==> config.mk <==
export PLATFORM = sky130hd
export DESIGN_NAME = game_speed_governor
export DESIGN_NICKNAME = d
export VERILOG_FILES = /design/src/rtl/game_speed_governor.sv
export SDC_FILE = /design/constraint.sdc
export NUM_CORES = 1
export LEC_CHECK = 0
export CAP_MARGIN = 10
export CORE_MARGIN = 3
export CORE_UTILIZATION = 40
export CTS_BUF_LIST = sky130_fd_sc_hd__clkbuf_2
export DETAILED_ROUTE_END_ITERATION = 16
export PLACE_DENSITY_LB_ADDON = 0.2
export SLEW_MARGIN = 0
export SYNTH_ARGS = -nofsm -noshare
export SYNTH_HDL_FRONTEND = slang
export SYNTH_SLANG_ARGS = --single-unit
==> constraint.sdc <==
create_clock -name clk -period 2.3 [get_ports clk]
set_input_delay 0.46 -clock clk [delete_from_list [all_inputs] [get_ports clk]]
set_output_delay 0.46 -clock clk [all_outputs]
set_load 0.005 [all_outputs]
==> src/rtl/game_speed_governor.sv <==
// game_speed_governor: difficulty level, grace window, pause and play-frame counter for the game clock
module game_speed_governor #(
    parameter int KILLS_PER_LEVEL = 8,
    parameter int MAX_LEVEL       = 10,
    parameter int HOLD_TICKS      = 60
) (
    input  logic        clk,
    input  logic        reset,
    input  logic        game_tick,
    input  logic        start,
    input  logic        pause,
    input  logic        kill,
    input  logic        ship_hit,
    output logic [3:0]  speed_level,
    output logic        level_up,
    output logic [15:0] tick_count,
    output logic [1:0]  state
);
    localparam int KW = $clog2(KILLS_PER_LEVEL + 1);
    localparam int HW = $clog2(HOLD_TICKS + 1);
    localparam logic [KW-1:0] KMAX = KW'(KILLS_PER_LEVEL - 1);
    localparam logic [HW-1:0] HOLD_INIT = HW'(HOLD_TICKS);
    localparam logic [3:0] MAXL = 4'(MAX_LEVEL);

    typedef enum logic [1:0] {IDLE = 2'd0, PLAY = 2'd1, HOLD = 2'd2, PAUSED = 2'd3} state_t;

    state_t st, st_n, resume_state, rs_n;
    logic [3:0] lvl_n;
    logic up_n;
    logic [15:0] tc_n;
    logic [KW-1:0] kill_cnt, kc_n;
    logic [HW-1:0] hold_cnt, hc_n;

    assign state = st;

    // state and counter registers; reset aborts the game at once
    always_ff @(posedge clk) begin
        if (reset) begin
            st <= IDLE;
            resume_state <= PLAY;
            speed_level <= 4'd0;
            level_up <= 1'b0;
            tick_count <= 16'd0;
            kill_cnt <= '0;
            hold_cnt <= '0;
        end else begin
            st <= st_n;
            resume_state <= rs_n;
            speed_level <= lvl_n;
            level_up <= up_n;
            tick_count <= tc_n;
            kill_cnt <= kc_n;
            hold_cnt <= hc_n;
        end
    end

    // next state: game_tick runs independently, then pause > ship_hit > kill
    always_comb begin
        st_n = st;
        rs_n = resume_state;
        lvl_n = speed_level;
        up_n = 1'b0;
        tc_n = tick_count;
        kc_n = kill_cnt;
        hc_n = hold_cnt;
        if (st == IDLE) begin
            if (start) begin
                st_n = PLAY;
                lvl_n = 4'd0;
                kc_n = '0;
                tc_n = 16'd0;
                hc_n = '0;
            end
        end else if (st == PAUSED) begin
            if (pause) st_n = resume_state;
        end else begin
            if (game_tick && tick_count != 16'hFFFF) tc_n = tick_count + 16'd1;
            if (st == HOLD && game_tick && hold_cnt != '0) begin
                hc_n = hold_cnt - 1'b1;
                if (hold_cnt == HW'(1)) st_n = PLAY;
            end
            if (pause) begin
                rs_n = st_n;
                st_n = PAUSED;
            end else if (ship_hit) begin
                lvl_n = (speed_level != 4'd0) ? speed_level - 4'd1 : 4'd0;
                kc_n = '0;
                hc_n = '0;
                st_n = PLAY;
            end else if (kill) begin
                if (st == HOLD) kc_n = (kill_cnt == KMAX) ? KMAX : kill_cnt + 1'b1;
                else if (kill_cnt == KMAX) begin
                    kc_n = '0;
                    if (speed_level < MAXL) begin
                        lvl_n = speed_level + 4'd1;
                        up_n = 1'b1;
                        hc_n = HOLD_INIT;
                        st_n = HOLD;
                    end
                end else kc_n = kill_cnt + 1'b1;
            end
        end
    end
endmodule
==> run summary <==
## Layout
* 0.00268 mm^2 — Final Instance Area
* 315 — nets@finish
* sky130_fd_sc_hd__dfxtp_1 — most common cell after layout, fill and taps aside
* 0 — Inserted Diodes
* 701 um^2 — area taken by flip-flops and latches
* 35 x sky130_fd_sc_hd__dfxtp_1, 30 x sky130_fd_sc_hd__nor2_1, 29 x sky130_fd_sc_hd__clkdlybuf4s50_1 — commonest cells after routing, fill and taps aside
* 15.1% — share of post-route cells with drive strength above 1
* 521 — count of fill cells added during filler insertion
* 21.1% — synthesis-to-layout area growth
* 0.00141 mm^2 — area of the multi-input gates
* 369 — final standard cell count with taps included and fillers excluded

## Yosys
* 8.62 um^2 — Post-Syn Area per Cell
* 257 — count of mapped cells out of synthesis
* 35 — number of synthesized register bits
* 65 — Cell variety after synth
* 0 — number of flops mapped to enable cells by yosys
* 0% — proportion of register bits with asynchronous set or reset after synthesis
* 31.6% — sequential share of the synthesized area
* 0.00221 mm^2 — cell area after synthesis
* 0 — warnings from Yosys
* sky130_fd_sc_hd__dfxtp_1 — top_reg_cell synth
* 274 — synthesized net count

## Global routing
* 17.1% — global-route usage over all layers
* 0 — total congestion overflow after global routing
* 0 — initial antenna violation count
* 1,904 — number of global-route vias before repair
* 8730 um — first-pass GRT wire length
* 20 — largest net degree at the start of global routing

## Clock tree
* 0 — buffers inserted by post-CTS timing repair
* 2 — Longest Clk Path Bufs
* 0 — # hold bufs at CTS
* sky130_fd_sc_hd__clkbuf_2 — Root Buffer Master
* yes — CTS tree
* 5 — number of buffers created by CTS
* 0 — number of gates given a new drive strength after cts
* 2 — depth of the CTS H-tree
* 35 — clock sink total
* 0.39 ns — clock insertion delay at the later pin of the skew report
* 0.19 ns — post-CTS clock slew at the launch and capture registers of the worst setup and hold paths

## Status
* finished clean — outcome

## Routing
* 0 — remaining number of nets flagged by the antenna check after routing
* 4890 um — Routed WL
* 1,979 — Via Count
* 69 — drt first-iter violations
* 13.3 um — drt wl/cell
* 5.36 — DR vias/cell
* 0 — DRC viols
* 4 — Pre-antenna DRT Iters

## Timing
* 0 — total count of max-transition violations in the final report
* 2.04 ns — Period minus WS final
* 0.480 ns — transition time of the tightest slew-check pin
* 0 — final setup violating endpoints
* 489 MHz — Fmax
* 67.7% — relative max-transition margin
* 0 ns — Setup TNS
* false — setup repair after global routing missed its margin
* 88.8% — fin crit share
* 0.0134 ns — clock skew after layout
* 0 — Hold Violations, Final

## Place
* 29 — port bufs
* 0.870 — global placement routability congestion
* 3740 um — estimated wirelength of the detail-placed design
* 0.00264 mm^2 — DP Area
* 361 — cell total after placement

## Pwr
* 1.17 mW — total power draw
* 54.0% — sequential fraction of design power
* 0.963 nW — static leakage
* 0.364 mW — Net Sw Power
* 0.273 mV — worst ir drop on vdd
* 31.0% — Sw Share
* 0.811 mW — Internal Power
* 21.1% — relative contribution of combinational cells to total power
* 24.9% — part of the power in the clock network
* 438 mW/mm^2 — power per standard cell area

## Critical path
* 0.46 ns — crit-path max cell delay
* inv_1, ha_1, or2_4, or3_1, o221a_2, o21ai_1 — critical-path cell list
* 2.39 ns — Arr. time, crit path
* 10 — highest net fanout along the worst path
* 1 — combined buffer and inverter count along the critical path
* sky130_fd_sc_hd__dfxtp_1 — highest-delay cell along the critical path
* simple AND/OR/NAND/NOR gates — Largest delay share family, worst path
* flop to flop — critical path class
* 2.64 ns — worst endpoint required time
* flop — CP startpoint kind
* flop — Critical Path End Type

## Die
* 80.4 um — Chip Height
* 0.00647 mm^2 — area of the die
* 42.3% — initial core utilization
* 0.00524 mm^2 — Placeable Area
* 26 — total number of placement rows
* 30 — Top Ports
* 80.4 um — Die Wd

## Hold path
* flop to flop — path category of the worst min-delay check

## Flow run
* 0 — number of max-cap violations

==> registers in the layout, indices dropped and copies added (netlist names) <==
name          flops
state             2
hold_cnt          6
level_up          1
tick_count       16
resume_state      2
kill_cnt          4
speed_level       4
==> cells by family (layout without fill, tap and decap cells) <==
logic type,Yosys count,count (layout),share of synthesized area (%)
flip-flops,35,35,31.6
XOR/XNOR,13,13,5.14
adder cells (fa/ha/maj),10,10,5.65
AO/OA/AOI/OAI,54,54,19.2
multiplexers,4,4,1.86
buffers and inverters,22,64,4.63
AND/OR/NAND/NOR,119,119,31.9
==> worst paths after layout <==
check / from / end / slack [ns] / cells after the start
max: state[1] / hold_cnt[2] / 0.26 / 6
min: resume_state[0] / resume_state[0] / 0.50 / 1
max reg2reg: state[1] / hold_cnt[2] / 0.26 / 6
min reg2reg: resume_state[0] / resume_state[0] / 0.50 / 1
==> power groups by stage <==
stage	clock (mW)	combinational, mW	sequential [mW]
floorplan	0	0.159	0.646
global placement	0	0.245	0.647
detailed placement	0	0.248	0.647
CTS	0.313	0.249	0.635
global route	0.338	0.277	0.637
finish	0.292	0.248	0.634
==> cell usage after synthesis, types with 2 or more instances <==
cell                        count  area [um^2]
sky130_fd_sc_hd__a2111oi_4      2         55.1
sky130_fd_sc_hd__a21bo_2        2         20.0
sky130_fd_sc_hd__a21boi_0       2         15.0
sky130_fd_sc_hd__a21oi_1       16         80.1
sky130_fd_sc_hd__and2_1         2         12.5
sky130_fd_sc_hd__and3_1         2         12.5
sky130_fd_sc_hd__buf_6          2         22.5
sky130_fd_sc_hd__clkbuf_1       4         15.0
sky130_fd_sc_hd__dfxtp_1       35          701
sky130_fd_sc_hd__ha_1          10          125
sky130_fd_sc_hd__inv_1         14         52.6
sky130_fd_sc_hd__mux2i_1        3         30.0
sky130_fd_sc_hd__nand2_1       12         45.0
sky130_fd_sc_hd__nand2_2        2         12.5
sky130_fd_sc_hd__nand2b_1       6         37.5
sky130_fd_sc_hd__nand3_1       18         90.1
sky130_fd_sc_hd__nand4_1        6         37.5
sky130_fd_sc_hd__nor2_1        30          113
sky130_fd_sc_hd__nor2b_1        4         25.0
sky130_fd_sc_hd__nor3_1        10         50.1
sky130_fd_sc_hd__nor4_1         6         37.5
sky130_fd_sc_hd__nor4_4         2         42.5
sky130_fd_sc_hd__o211ai_1       2         15.0
sky130_fd_sc_hd__o21ai_0        7         35.0
sky130_fd_sc_hd__o22ai_1        2         12.5
sky130_fd_sc_hd__o31a_1         2         17.5
sky130_fd_sc_hd__o31ai_1        3         22.5
sky130_fd_sc_hd__or3_1          2         12.5
sky130_fd_sc_hd__or4_1          2         15.0
sky130_fd_sc_hd__xnor2_1       12          105
==> metrics by stage <==
step / worst slack [ns] / hold WS, ns / utilization (%)
after floorplan: 0.421 / 0.436 / -
after global placement: 0.130 / 0.457 / 50.4
after detailed placement: 0.124 / 0.455 / 50.4
after CTS: 0.231 / 0.499 / 51.2
after global routing: 0.0502 / 0.516 / 51.2
final: 0.256 / 0.498 / 51.2
==> area by class of cell <==
| type | count | area share (%) |
|---|---|---|
| Multi-Input combinational cell | 200 | 52.6 |
| Clock buffer | 6 | 1.12 |
| Tap cell | 70 | 3.26 |
| Timing Repair Buffer | 42 | 14.5 |
| Inverter | 14 | 1.96 |
| Clock inverter | 2 | 0.466 |
| Sequential cell | 35 | 26.1 |
==> routing by layer <==
layer / wire [um] / vias up / GRT usage, %
li1: - / 1022 / -
met1: 2280 / 910 / 20.8
met2: 2340 / 39 / 29.4
met3: 198 / 8 / 3.48
met4: 76 / 0 / 6.76
met5: 0 / - / 0
==> worst register-to-register path: cells and delay by family (launching register included) <==
kind                       cells  cell delay (ns)
AOI/OAI and AO/OA              2             0.37
adders and majority gates      1             0.32
buffers and inverters          1             0.11
DFF                            1             0.46
and+or+nand+nor                2             0.73
(Power assumes the default switching activity.)
